$ cat src/rtl/spi_cmd_sequencer.sv
// Command sequencer between a byte-wide SPI slave and the shared cart-memory port.
// Optional ID command (0x9F returns ID_VALUE) is compiled in with `define SPI_CMD_ID_EN.
//
// state   | meaning
// IDLE    | no frame, waiting for cs_n fall
// CMD     | waiting for command byte
// ADDR_HI | waiting for address bits 15:8
// ADDR_LO | waiting for address bits 7:0
// WDATA   | waiting for next write data byte
// WR_REQ  | write request outstanding
// RD_REQ  | read request outstanding
// RD_WAIT | read byte loaded, waiting for master's dummy byte
// ERROR   | bad frame, ignoring bytes until cs_n rises
// ID_HOLD | ID byte returned on every byte (SPI_CMD_ID_EN only)
module spi_cmd_sequencer #(
  parameter int unsigned TIMEOUT = 255
`ifdef SPI_CMD_ID_EN
  , parameter logic [7:0] ID_VALUE = 8'hA5
`endif
) (
  input  logic        clk,
  input  logic        rst_n,
  input  logic        cs_n,
  input  logic [7:0]  rx_byte,
  input  logic        rx_valid,
  output logic [7:0]  tx_byte,
  output logic        tx_load,
  output logic        mem_req,
  output logic        mem_we,
  output logic [15:0] mem_addr,
  output logic [7:0]  mem_wdata,
  input  logic [7:0]  mem_rdata,
  input  logic        mem_ack,
  output logic        busy,
  output logic        err
);

  typedef enum logic [3:0] {
    IDLE, CMD, ADDR_HI, ADDR_LO, WDATA, WR_REQ, RD_REQ, RD_WAIT, ERROR
`ifdef SPI_CMD_ID_EN
    , ID_HOLD
`endif
  } state_t;

  localparam logic [7:0] TCNT_LOAD = TIMEOUT[7:0];

  state_t      state_q, state_d;
  logic        cs_q;
  logic [7:0]  tcnt_q, tcnt_d;
  logic        is_wr_q, is_wr_d;
  logic        abort_q, abort_d;
  logic        req_d, we_d, tx_load_d, err_d;
  logic [15:0] addr_d;
  logic [7:0]  wdata_d, tx_byte_d;
  logic        cs_fall;

  assign cs_fall = cs_q & ~cs_n;
  assign busy    = (state_q != IDLE);

  always_ff @(posedge clk or negedge rst_n) begin
    if (!rst_n) begin
      state_q   <= IDLE;
      cs_q      <= 1'b1;
      tcnt_q    <= '0;
      is_wr_q   <= 1'b0;
      abort_q   <= 1'b0;
      mem_req   <= 1'b0;
      mem_we    <= 1'b0;
      mem_addr  <= '0;
      mem_wdata <= '0;
      tx_byte   <= '0;
      tx_load   <= 1'b0;
      err       <= 1'b0;
    end else begin
      state_q   <= state_d;
      cs_q      <= cs_n;
      tcnt_q    <= tcnt_d;
      is_wr_q   <= is_wr_d;
      abort_q   <= abort_d;
      mem_req   <= req_d;
      mem_we    <= we_d;
      mem_addr  <= addr_d;
      mem_wdata <= wdata_d;
      tx_byte   <= tx_byte_d;
      tx_load   <= tx_load_d;
      err       <= err_d;
    end
  end

  always_comb begin
    state_d   = state_q;
    tcnt_d    = tcnt_q;
    is_wr_d   = is_wr_q;
    abort_d   = abort_q;
    req_d     = mem_req;
    we_d      = mem_we;
    addr_d    = mem_addr;
    wdata_d   = mem_wdata;
    tx_byte_d = tx_byte;
    tx_load_d = 1'b0;
    err_d     = err;

    // An outstanding request owns the FSM until ack or timeout, even if cs_n rises.
    if (mem_req) begin
      abort_d = abort_q | cs_n;
      if (rx_valid) err_d = 1'b1;
      if (mem_ack) begin
        req_d  = 1'b0;
        tcnt_d = '0;
        addr_d = mem_addr + 16'd1;
        if (state_q == RD_REQ) begin
          tx_byte_d = mem_rdata;
          tx_load_d = 1'b1;
        end
        if (abort_q || cs_n)        state_d = IDLE;
        else if (state_q == RD_REQ) state_d = RD_WAIT;
        else                        state_d = WDATA;
      end else if (tcnt_q == 8'd1) begin
        req_d   = 1'b0;
        tcnt_d  = '0;
        err_d   = 1'b1;
        state_d = (abort_q || cs_n) ? IDLE : ERROR;
      end else begin
        tcnt_d = tcnt_q - 8'd1;
      end
    end else if (cs_n && state_q != IDLE) begin
      state_d = IDLE;
    end else begin
      case (state_q)
        IDLE: begin
          abort_d = 1'b0;
          if (cs_fall) begin
            state_d = CMD;
            err_d   = 1'b0;
          end
        end
        CMD: if (rx_valid) begin
          case (rx_byte)
            8'h02: begin is_wr_d = 1'b1; state_d = ADDR_HI; end
            8'h03: begin is_wr_d = 1'b0; state_d = ADDR_HI; end
`ifdef SPI_CMD_ID_EN
            8'h9F: begin
              tx_byte_d = ID_VALUE;
              tx_load_d = 1'b1;
              state_d   = ID_HOLD;
            end
`endif
            default: begin err_d = 1'b1; state_d = ERROR; end
          endcase
        end
        ADDR_HI: if (rx_valid) begin
          addr_d[15:8] = rx_byte;
          state_d      = ADDR_LO;
        end
        ADDR_LO: if (rx_valid) begin
          addr_d[7:0] = rx_byte;
          if (is_wr_q) begin
            state_d = WDATA;
          end else begin
            req_d   = 1'b1;
            we_d    = 1'b0;
            tcnt_d  = TCNT_LOAD;
            state_d = RD_REQ;
          end
        end
        WDATA: if (rx_valid) begin
          wdata_d = rx_byte;
          we_d    = 1'b1;
          req_d   = 1'b1;
          tcnt_d  = TCNT_LOAD;
          state_d = WR_REQ;
        end
        RD_WAIT: if (rx_valid) begin
          req_d   = 1'b1;
          we_d    = 1'b0;
          tcnt_d  = TCNT_LOAD;
          state_d = RD_REQ;
        end
`ifdef SPI_CMD_ID_EN
        ID_HOLD: if (rx_valid) begin
          tx_byte_d = ID_VALUE;
          tx_load_d = 1'b1;
        end
`endif
        default: ;
      endcase
    end
  end

endmodule

$ cat config.mk
export PLATFORM = sky130hd
export DESIGN_NAME = spi_cmd_sequencer
export DESIGN_NICKNAME = d
export VERILOG_FILES = /design/src/rtl/spi_cmd_sequencer.sv
export SDC_FILE = /design/constraint.sdc
export NUM_CORES = 1
export LEC_CHECK = 0
export ABC_CLOCK_PERIOD_IN_PS = 2400
export BUFFER_PORTS_ARGS = -buffer_cell sky130_fd_sc_hd__buf_2
export CAP_MARGIN = 0
export CORE_MARGIN = 1
export CORE_UTILIZATION = 50
export DETAILED_ROUTE_END_ITERATION = 6
export GPL_ROUTABILITY_DRIVEN = 1
export PLACE_DENSITY = 0.77
export SETUP_SLACK_MARGIN = 0.4
export SYNTH_ARGS = -nofsm -noshare
export SYNTH_HDL_FRONTEND = slang
export SYNTH_SLANG_ARGS = --single-unit
$ cat constraint.sdc
create_clock -name clk -period 2.4 [get_ports clk]
set_clock_uncertainty 0.2 [all_clocks]
set_input_delay 0.24 -clock clk [delete_from_list [all_inputs] [get_ports clk]]
set_output_delay 0.24 -clock clk [all_outputs]
set_load 0.02 [all_outputs]
==> flow_metrics.py <==
metrics = {
    "logic_synthesis": {
        "synth_nets": 318,
        "synth_edf_count": 0,
        "netlist_area_um2": 2856,
        "synth_top_area_share_pct": 43.80,
        "syn-instance-count": 294,
        "yosysUniqueCellTypes": 54,
        "synth.area.top_cells": "dfrtp_1 44%, mux2_2 8.3%, a21oi_1 4.4%",
        "ys_ff_latch": 51,
        "ys.flop_type": "dfrtp_1",
        "yosysTopAreaCell": "dfrtp_1",
        "synth-warning-count": 0,
        "synthArstFlopShare_pct": 100.0,
        "synth-seq-area-share_pct": 44.72,
        "syn_area_per_cell_um2": 9.716,
    },
    "power": {
        "power.leakage_nw": 1.731,
        "peakVddDrop_mv": 0.6802,
        "power_density_nw_per_um2": 832.7,
        "total_power_w": 0.003016,
    },
    "cells_and_area": {
        "final_common_cell": "buf_2",
        "fin_cells": 442,
        "drive_gt1_share_pct": 34.86,
        "diodes": 0,
        "final_nets": 393,
        "syn_to_final_growth_pct": 26.81,
        "final_cell_mix": "57 x buf_2, 50 x dfrtp_1, 25 x a21oi_1",
    },
    "floorplan": {
        "rows": 27,
        "die_w_um": 77.59,
        "core_area_um2": 5507,
        "io_pins": 58,
        "initial_core_util_pct": 51.87,
        "die_h_um": 77.59,
        "die-area_um2": 6019,
    },
    "global_route": {
        "overflow": 0,
        "grt_usage_pct": 25.35,
        "antenna_found_initial": 0,
        "grt_pass1_wl_mm": 12.03,
        "grt_max_degree": 33,
        "first_global_vias": 2490,
    },
    "critical_path": {
        "rrSetupSlack_ns": 0.30,
        "cp-start-kind": "flop",
        "path_class": "reg -> reg",
        "path_max_fanout": 6,
        "end_kind": "flop",
        "worstPathArrival_ns": 2.11,
        "critPathRequiredTime_ns": 2.41,
    },
    "sta": {
        "period_share_pct": 87.57,
        "rsz0062_at_grt": "yes",
        "setup_viol_count_final": 0,
        "fin_crit_ns": 2.102,
        "tightestPinTransition_ns": 0.6483,
        "final_max_slew_viol_count": 0,
        "tns_ns": 0,
        "maxSlewHeadroom_pct": 56.78,
        "hold_violations": 0,
        "timing.fmax_ghz": 0.4758,
    },
    "placement": {
        "post-dp-hpwl_mm": 4.943,
        "post-place-cells": 414,
        "gp_congestion": 0.8322,
        "io_buffers": 57,
    },
    "clocking": {
        "cts_root_buf": "clkbuf_8",
        "cts_max_level": 2,
        "cts.sinks": 51,
        "clk_latency_ns": 0.31,
        "cts_tree": "done",
        "clk_pin_slew_ns": 0.10,
        "numCtsBuffers": 5,
        "cts_buffer_depth": 2,
    },
    "routing": {
        "vias_per_cell": 5.986,
        "drt_wl_total_mm": 7.429,
        "detail-route-antenna-nets": 0,
        "drc": 0,
        "first_pass_iters": 4,
        "wire_per_inst_um": 16.81,
        "first_iter_violations": 137,
        "vias": 2646,
    },
    "min_path": {
        "hold_class": "in -> reg",
    },
    "status": {
        "status": "completed",
    },
    "flow_run": {
        "cap_violations": 0,
    },
}
## cell families after synthesis
kind of cell               after synthesis  synth area share, %
buffers and inverters                   30                4.818
DFF                                     51                44.72
and+or+nand+nor                         95                17.65
muxes                                   29                11.08
AOI/OAI and AO/OA                       85                20.11
xor gates and xnor gates                 1               0.3067
adders and majority gates                3                1.314
## layout make-up
class,count,area (um2)
flip-flops and latches,51,1277
clock inverters,3,23.77
well taps,72,90.09
repair buffers,88,568.0
clock buffers,5,68.82
fillers,441,1884
multi-input cells,214,1560
inverters,9,33.78
## cell usage after synthesis (8+ instances only)
cell	instances
nand2_1	23
nand3_1	8
mux2_2	21
clkbuf_1	13
mux2i_1	8
a31oi_1	8
inv_1	9
nor2_1	19
o21ai_0	12
a21oi_1	25
dfrtp_1	50
nor3_1	9
## critical path: stages, from the launching register on
cell and delay, ns:
dfrtp_1 0.39, or4_4 0.56, a21oi_4 0.17, nand2_2 0.08, or3_4 0.42, a21bo_1 0.18
## through the flow
stage | area, um2 | utilization (%) | setup WS [ns] | hold slack [ns]
final | 3622 | 65.78 | 0.2982 | 0.02265
after global routing | 3622 | 65.78 | 0.2465 | 0.02400
after CTS | 3571 | 64.85 | 0.2752 | 0.01283
after detailed placement | 3234 | 58.74 | 0.1650 | 0.1089
after global placement | 3234 | 58.74 | 0.1997 | 0.1086
after floorplan | 2874 | - | 0.1803 | -0.2556
## metal layers
metal / share of wire [%] / vias to the layer above / global-route usage [%]
li1: - / 1246 / -
met1: 44 / 1286 / 34.10
met2: 49 / 102 / 41.77
met3: 5.7 / 12 / 4.353
met4: 1.4 / 0 / 7.736
met5: 0 / - / 0
## power by group
part	leakage [nW]	internal, W	switching (W)
Combinational	1.03	0.000514	0.000695
Clock	0.0408	0.000209	0.000312
Sequential	0.657	0.00107	0.000221
Total	1.73	0.00179	0.00123
## sequential cells by signal (all words and copies together), names as in the netlist
register   count
abort_q        1
cs_q           1
err            1
is_wr_q        1
mem_addr      16
mem_req        1
mem_wdata      8
mem_we         1
state_q        4
tcnt_q         8
tx_byte        8
tx_load        1
## timing repair
action	4_1_cts	5_1_grt
endpoints found under the hold margin	38	0
gates cloned	0	1
pin swaps	5	8
endpoints found under the setup margin	29	31
buffers inserted	6	1
hold buffers	12	0
resized for setup	14	7
## worst paths after layout
| kind | start | to | cells past startpoint |
|---|---|---|---|
| max | state_q[2] | mem_we | 5 |
| min | rx_byte[5] | mem_wdata[5] | 2 |
| max reg2reg | state_q[2] | mem_we | 5 |
| min reg2reg | tx_byte[6] | tx_byte[6] | 1 |
| max in group asynchronous | rst_n | mem_addr[13] | 3 |
| min in group asynchronous | rst_n | tcnt_q[6] | 2 |
No activity file was read; power rests on OpenSTA's default activity.
